File: config.mk
export PLATFORM = sky130hd
export DESIGN_NAME = multicycle_ctrl
export DESIGN_NICKNAME = d
export VERILOG_FILES = /design/src/rtl/multicycle_ctrl.sv
export SDC_FILE = /design/constraint.sdc
export NUM_CORES = 1
export LEC_CHECK = 0
export ABC_CLOCK_PERIOD_IN_PS = 2400
export BUFFER_PORTS_ARGS = -buffer_cell sky130_fd_sc_hd__clkbuf_2
export CAP_MARGIN = 10
export CORE_AREA = 2 2 39 41
export CTS_CLUSTER_SIZE = 14
export DETAILED_ROUTE_END_ITERATION = 8
export DIE_AREA = 0 0 41 43
export GPL_TIMING_DRIVEN = 0
export PLACE_DENSITY = 0.61
export RECOVER_POWER = 100
export SLEW_MARGIN = 0
export SYNTH_ARGS = -nofsm -noshare
export SYNTH_HDL_FRONTEND = slang
export SYNTH_SLANG_ARGS = --single-unit
File: constraint.sdc
create_clock -name clk -period 2.4 [get_ports clk]
set_clock_uncertainty 0.1 [all_clocks]
set_input_delay 0.48 -clock clk [delete_from_list [all_inputs] [get_ports clk]]
set_output_delay 0.48 -clock clk [all_outputs]
set_load 0.01 [all_outputs]
File: src/rtl/multicycle_ctrl.sv
// Multicycle CPU control FSM: sequences IF/ID/EXE/MEM/WB and drives datapath write enables and mux selects.
// Optional MULTICYCLE_MEM_WAIT_EN adds mem_ready so MEM stretches until memory acknowledges.
//
//   state  | meaning
//   IF     | fetch: load IR
//   ID     | decode; J and NOP retire here
//   EXE_R  | R-type / ADDI ALU op into ALUOut
//   EXE_B  | branch compare, conditional PC update
//   EXE_LS | load/store address into ALUOut
//   MEM    | data memory access
//   WB     | register file write, PC+4
//   HALT   | stopped until reset
module multicycle_ctrl (
    input  logic       clk,
    input  logic       rst_n,
    input  logic [5:0] opcode,
    input  logic       zero,
`ifdef MULTICYCLE_MEM_WAIT_EN
    input  logic       mem_ready,
`endif
    output logic       PCWre,
    output logic       IRWre,
    output logic       ALUOutWre,
    output logic       RegWre,
    output logic       MemRead,
    output logic       MemWrite,
    output logic       ALUSrcA,
    output logic       ALUSrcB,
    output logic [2:0] ALUOp,
    output logic       RegDst,
    output logic       DBDataSrc,
    output logic [1:0] PCSrc,
    output logic [2:0] state,
    output logic       halted
);

    localparam logic [5:0] OP_RTYPE = 6'b000000;
    localparam logic [5:0] OP_ADDI  = 6'b000001;
    localparam logic [5:0] OP_LW    = 6'b100011;
    localparam logic [5:0] OP_SW    = 6'b101011;
    localparam logic [5:0] OP_BEQ   = 6'b000100;
    localparam logic [5:0] OP_J     = 6'b000010;
    localparam logic [5:0] OP_HALT  = 6'b111111;

    localparam logic [2:0] S_IF     = 3'd0;
    localparam logic [2:0] S_ID     = 3'd1;
    localparam logic [2:0] S_EXE_R  = 3'd2;
    localparam logic [2:0] S_EXE_B  = 3'd3;
    localparam logic [2:0] S_EXE_LS = 3'd4;
    localparam logic [2:0] S_MEM    = 3'd5;
    localparam logic [2:0] S_WB     = 3'd6;
    localparam logic [2:0] S_HALT   = 3'd7;

    logic [2:0] state_q, state_d;
    logic       mem_go;

`ifdef MULTICYCLE_MEM_WAIT_EN
    assign mem_go = mem_ready;
`else
    assign mem_go = 1'b1;
`endif

    assign state   = state_q;
    assign ALUSrcA = 1'b0;

    always_ff @(posedge clk or negedge rst_n) begin
        if (!rst_n) begin
            state_q <= S_IF;
        end else begin
            state_q <= state_d;
        end
    end

    always_comb begin
        state_d   = state_q;
        PCWre     = 1'b0;
        IRWre     = 1'b0;
        ALUOutWre = 1'b0;
        RegWre    = 1'b0;
        MemRead   = 1'b0;
        MemWrite  = 1'b0;
        ALUSrcB   = 1'b0;
        ALUOp     = 3'b000;
        RegDst    = 1'b0;
        DBDataSrc = 1'b0;
        PCSrc     = 2'b00;
        halted    = 1'b0;

        case (state_q)
            S_IF: begin
                IRWre   = 1'b1;
                state_d = S_ID;
            end
            S_ID: begin
                case (opcode)
                    OP_RTYPE, OP_ADDI: state_d = S_EXE_R;
                    OP_LW, OP_SW:      state_d = S_EXE_LS;
                    OP_BEQ:            state_d = S_EXE_B;
                    OP_HALT:           state_d = S_HALT;
                    OP_J: begin
                        PCWre   = 1'b1;
                        PCSrc   = 2'b10;
                        state_d = S_IF;
                    end
                    default: begin
                        PCWre   = 1'b1;
                        state_d = S_IF;
                    end
                endcase
            end
            S_EXE_R: begin
                ALUOutWre = 1'b1;
                if (opcode == OP_RTYPE) begin
                    ALUOp = 3'b010;
                end else begin
                    ALUSrcB = 1'b1;
                end
                state_d = S_WB;
            end
            S_EXE_LS: begin
                ALUSrcB   = 1'b1;
                ALUOutWre = 1'b1;
                state_d   = S_MEM;
            end
            S_EXE_B: begin
                ALUOp   = 3'b001;
                PCWre   = 1'b1;
                PCSrc   = zero ? 2'b01 : 2'b00;
                state_d = S_IF;
            end
            S_MEM: begin
                // strobe stays up while waiting; only the ack cycle advances or retires
                if (opcode == OP_SW) begin
                    MemWrite = 1'b1;
                    if (mem_go) begin
                        PCWre   = 1'b1;
                        state_d = S_IF;
                    end
                end else begin
                    MemRead = 1'b1;
                    if (mem_go) begin
                        state_d = S_WB;
                    end
                end
            end
            S_WB: begin
                RegWre    = 1'b1;
                PCWre     = 1'b1;
                RegDst    = (opcode == OP_RTYPE);
                DBDataSrc = (opcode == OP_LW);
                state_d   = S_IF;
            end
            S_HALT: begin
                halted = 1'b1;
            end
            default: state_d = S_IF;
        endcase

        // reset forces every output low, including the IF fetch strobe
        if (!rst_n) begin
            state_d   = S_IF;
            PCWre     = 1'b0;
            IRWre     = 1'b0;
            ALUOutWre = 1'b0;
            RegWre    = 1'b0;
            MemRead   = 1'b0;
            MemWrite  = 1'b0;
            ALUSrcB   = 1'b0;
            ALUOp     = 3'b000;
            RegDst    = 1'b0;
            DBDataSrc = 1'b0;
            PCSrc     = 2'b00;
            halted    = 1'b0;
        end
    end

endmodule

==> summary.md <==
| Metric | Value |
|---|---|
| DR WL/cell | `12.0 um` |
| Routed vias | `552` |
| Mapped cell area | `407 sq um` |
| Antenna viol nets, final | `0` |
| Post-CTS Setup Repair Bufs | `0` |
| Inserted Diodes | `0` |
| Routed wire length | `roughly 1.3 mm` |
| GR Util All Layers | `15.7%` |
| Root buffer cell | `clkbuf_4` |
| Mux contribution to synthesized area | `2.46%` |
| Largest area contributor in the netlist | `dfrtp_1` |
| Clock period minus worst slack | `around 2.3 ns` |
| CP max FO | `5` |
| Worst-case vdd ir drop | `0.000207 V` |
| CTS H-tree depth | `1` |
| Global-route congestion overflow total | `0` |
| Drt pass-1 iters | `4` |
| Setup crit start kind | `input pin` |
| PwrDens | `398 nW/um^2` |
| Synthesized instance count | `60` |
| Starting Density | `between 20% and 30%` |
| Synthesis warning total | `0` |
| Pin count of the biggest net entering global routing | `11` |
| Fraction of the mapped netlist area in adder cells | `0%` |
| Max-cap violations | `0` |
| Largest family of logic cells by synthesized area | `simple AND/OR/NAND/NOR gates` |
| WP data arrival | `roughly 1.8 ns` |
| Final setup viols | `0` |
| Vias in the first global route | `451` |
| # DRC | `0` |
| Worst Setup Path Type | `in -> out` |
| Final RePlAce weighted congestion | `0.726` |
| Unrepaired setup endpoints after global routing | `no` |
| Dominant cells by area after synthesis | `dfrtp_1 18%, nor2_1 7.4%, nand2b_1 6.2%` |
| Placed Instance Area | `556 sq um` |
| Die Y | `43 um` |
| Setup Total Neg Slack | `0 ns` |
| Total CTS buffers | `3` |
| Clock sinks | `3` |
| Area delta synth->final | `41.8%` |
| Slew Viols, Final | `0` |
| Max reg flops | `3` |
| Global-route wire length before repair | `about 1.9 mm` |
| CORE AREA | `about 1400 sq um` |
| Ports | `28` |
| CP endpoint kind | `output port` |
| Final Cycle Share | `between 90% and 100%` |
| 1st-iter DRT viols | `11` |
| Synth Area in Simple Gates | `49.8%` |
| Fmax | `426 MHz` |
| Layout cells sized above 1 | `23.3%` |
| Clk Latency, worst-skew pair | `roughly 0.23 ns` |
| Worst Hold Class | `in -> reg` |
| Sequential area share after synthesis | `18.5%` |
| Row cnt | `14` |
| Clock tree from TritonCTS | `yes` |
| Initial antenna violation count | `0` |
| I/O Buffers | `25` |
| Hpwl dp | `934 um` |
| Synth Area in Compound Gates | `22.8%` |
| Clock Pin Slew Worst Setup and Hold Paths | `0.04 ns` |
| Status | `completed` |
| Clock Path Buffers | `2` |
| Die width | `41 um` |
| XOR/XNOR Fraction of Synth Area | `0%` |
| Share of the synthesized area in the top cell type | `a little under a fifth` |
| Data required time of the worst path | `about 1.8 ns` |
| Cell variety after synth | `28` |
| Nets | `100` |
| Drt via density | `5.21` |
| Final hold violations | `0` |
| Die footprint | `1760 sq um` |
| Leakage | `0.243 nW` |
| Design Area, Final | `577 sq um` |
| Yosys reg bits | `3` |
| Avg Cell Area, Syn | `6.78 sq um` |
## cells by family (layout without fill, tap and decap cells)
family                 count (synthesis)  count (layout)
and+or+nand+nor                       37              37
AOI/OAI and AO/OA                     14              14
buffers and inverters                  4              33
DFF                                    3               3
other                                  1               2
muxes                                  1               1
## cell usage after synthesis
cell / n
nor2_1: 8
nand2_1: 6
nor3_1: 5
o21ai_0: 5
nand2b_1: 4
dfrtp_1: 3
a31oi_1: 2
and3_2: 2
buf_4: 2
clkbuf_1: 2
nand3_1: 2
nor3b_1: 2
nor4_1: 2
a21o_1: 1
a21oi_1: 1
a221oi_1: 1
and2_1: 1
and3_1: 1
conb_1: 1
mux2i_1: 1
nand4_1: 1
nor2b_1: 1
o211ai_1: 1
o21a_1: 1
o2bb2ai_1: 1
o311a_1: 1
or3_4: 1
or4_4: 1
## layer usage
| metal | up-vias | wire [um] | part of all wire, % | global-route usage [%] |
|---|---|---|---|---|
| met5 | - | 0 | 0 | 0 |
| met4 | 0 | 0 | 0 | 6.00 |
| met3 | 0 | 167 | 13 | 5.24 |
| met2 | 38 | 554 | 43 | 23.4 |
| met1 | 234 | 553 | 43 | 19.9 |
| li1 | 280 | - | - | - |
## repair_timing
| item | in CTS | in global routing |
|---|---|---|
| resized for setup | 0 | 2 |
| setup endpoints to repair | 0 | 1 |
| hold buffers | 1 | 0 |
| endpoints found under the hold margin | 3 | 0 |
## power by group
group / switching [mW] / internal (mW)
Clock: 0.0290 / 0.0625
Sequential: 0.00819 / 0.0548
Combinational: 0.0450 / 0.0300
## cell usage in the layout, fill, tap and decap left out
| cell type | Yosys | layout |
|---|---|---|
| a21o_1 | 1 | 1 |
| a21oi_1 | 1 | 1 |
| clkbuf_4 | 0 | 3 |
| nor3_1 | 5 | 5 |
| or3_4 | 1 | 1 |
| nor2b_1 | 1 | 1 |
| and3_2 | 2 | 2 |
| dfrtp_1 | 3 | 3 |
| o21a_1 | 1 | 1 |
| nor3b_1 | 2 | 2 |
| buf_4 | 2 | 2 |
| clkbuf_2 | 0 | 10 |
| nand4_1 | 1 | 1 |
| nand3_1 | 2 | 2 |
| nand2b_1 | 4 | 4 |
| nor4_1 | 2 | 2 |
| mux2i_1 | 1 | 1 |
| nor2_1 | 8 | 8 |
| buf_2 | 0 | 1 |
| o311a_1 | 1 | 1 |
| nand2_1 | 6 | 6 |
| clkbuf_1 | 2 | 16 |
| dlygate4sd3_1 | 0 | 1 |
| o21ai_0 | 5 | 5 |
| o211ai_1 | 1 | 1 |
| o2bb2ai_2 | 0 | 1 |
| and2_0 | 0 | 1 |
| conb_1 | 1 | 2 |
| or4_4 | 1 | 1 |
| a221oi_1 | 1 | 1 |
| a31oi_1 | 2 | 2 |
| and3_1 | 1 | 1 |
## area by class of cell
type                            instances  area (sq um)
Fill cell                             155           807
Timing Repair Buffer                   26           118
Sequential cell                         3          75.1
Buffer                                  3          18.8
Clock buffer                            4          26.3
Tap cell                               16          20.0
Multi-Input combinational cell         54           319
## critical path, cell delays in order
cell      delay [ns]
clkbuf_2        0.11
or3_4           0.41
or4_4           0.44
o21a_1          0.19
clkbuf_2        0.12
## path summary, 6_finish.rpt
path	slack, ns	to	cells past startpoint	start
setup / recovery	0.05	ALUSrcB	5	opcode[3]
hold / removal	0.48	state[0]	3	rst_n
setup reg to reg	0.93	state[1]	4	state[2]
hold reg to reg	0.59	state[0]	3	state[1]
max in group asynchronous	1.34	state[1]	2	rst_n
min in group asynchronous	0.72	state[0]	2	rst_n
## per-stage QoR
stage / setup WS [ns] / util [%] / power, mW / cells / hold WS (ns)
2_1_floorplan: 0.254 / - / 0.109 / 61 / 0.0844
3_3_place_gp: 0.0470 / 40.1 / 0.138 / 102 / 0.230
3_5_place_dp: 0.0372 / 40.1 / 0.139 / 102 / 0.231
4_1_cts: 0.0312 / 42.8 / 0.230 / 107 / 0.452
5_1_grt: 0.00322 / 41.7 / 0.248 / 106 / 0.503
6_report: 0.0514 / 41.7 / 0.229 / 106 / 0.485
No activity file was read; power rests on OpenSTA's default activity.
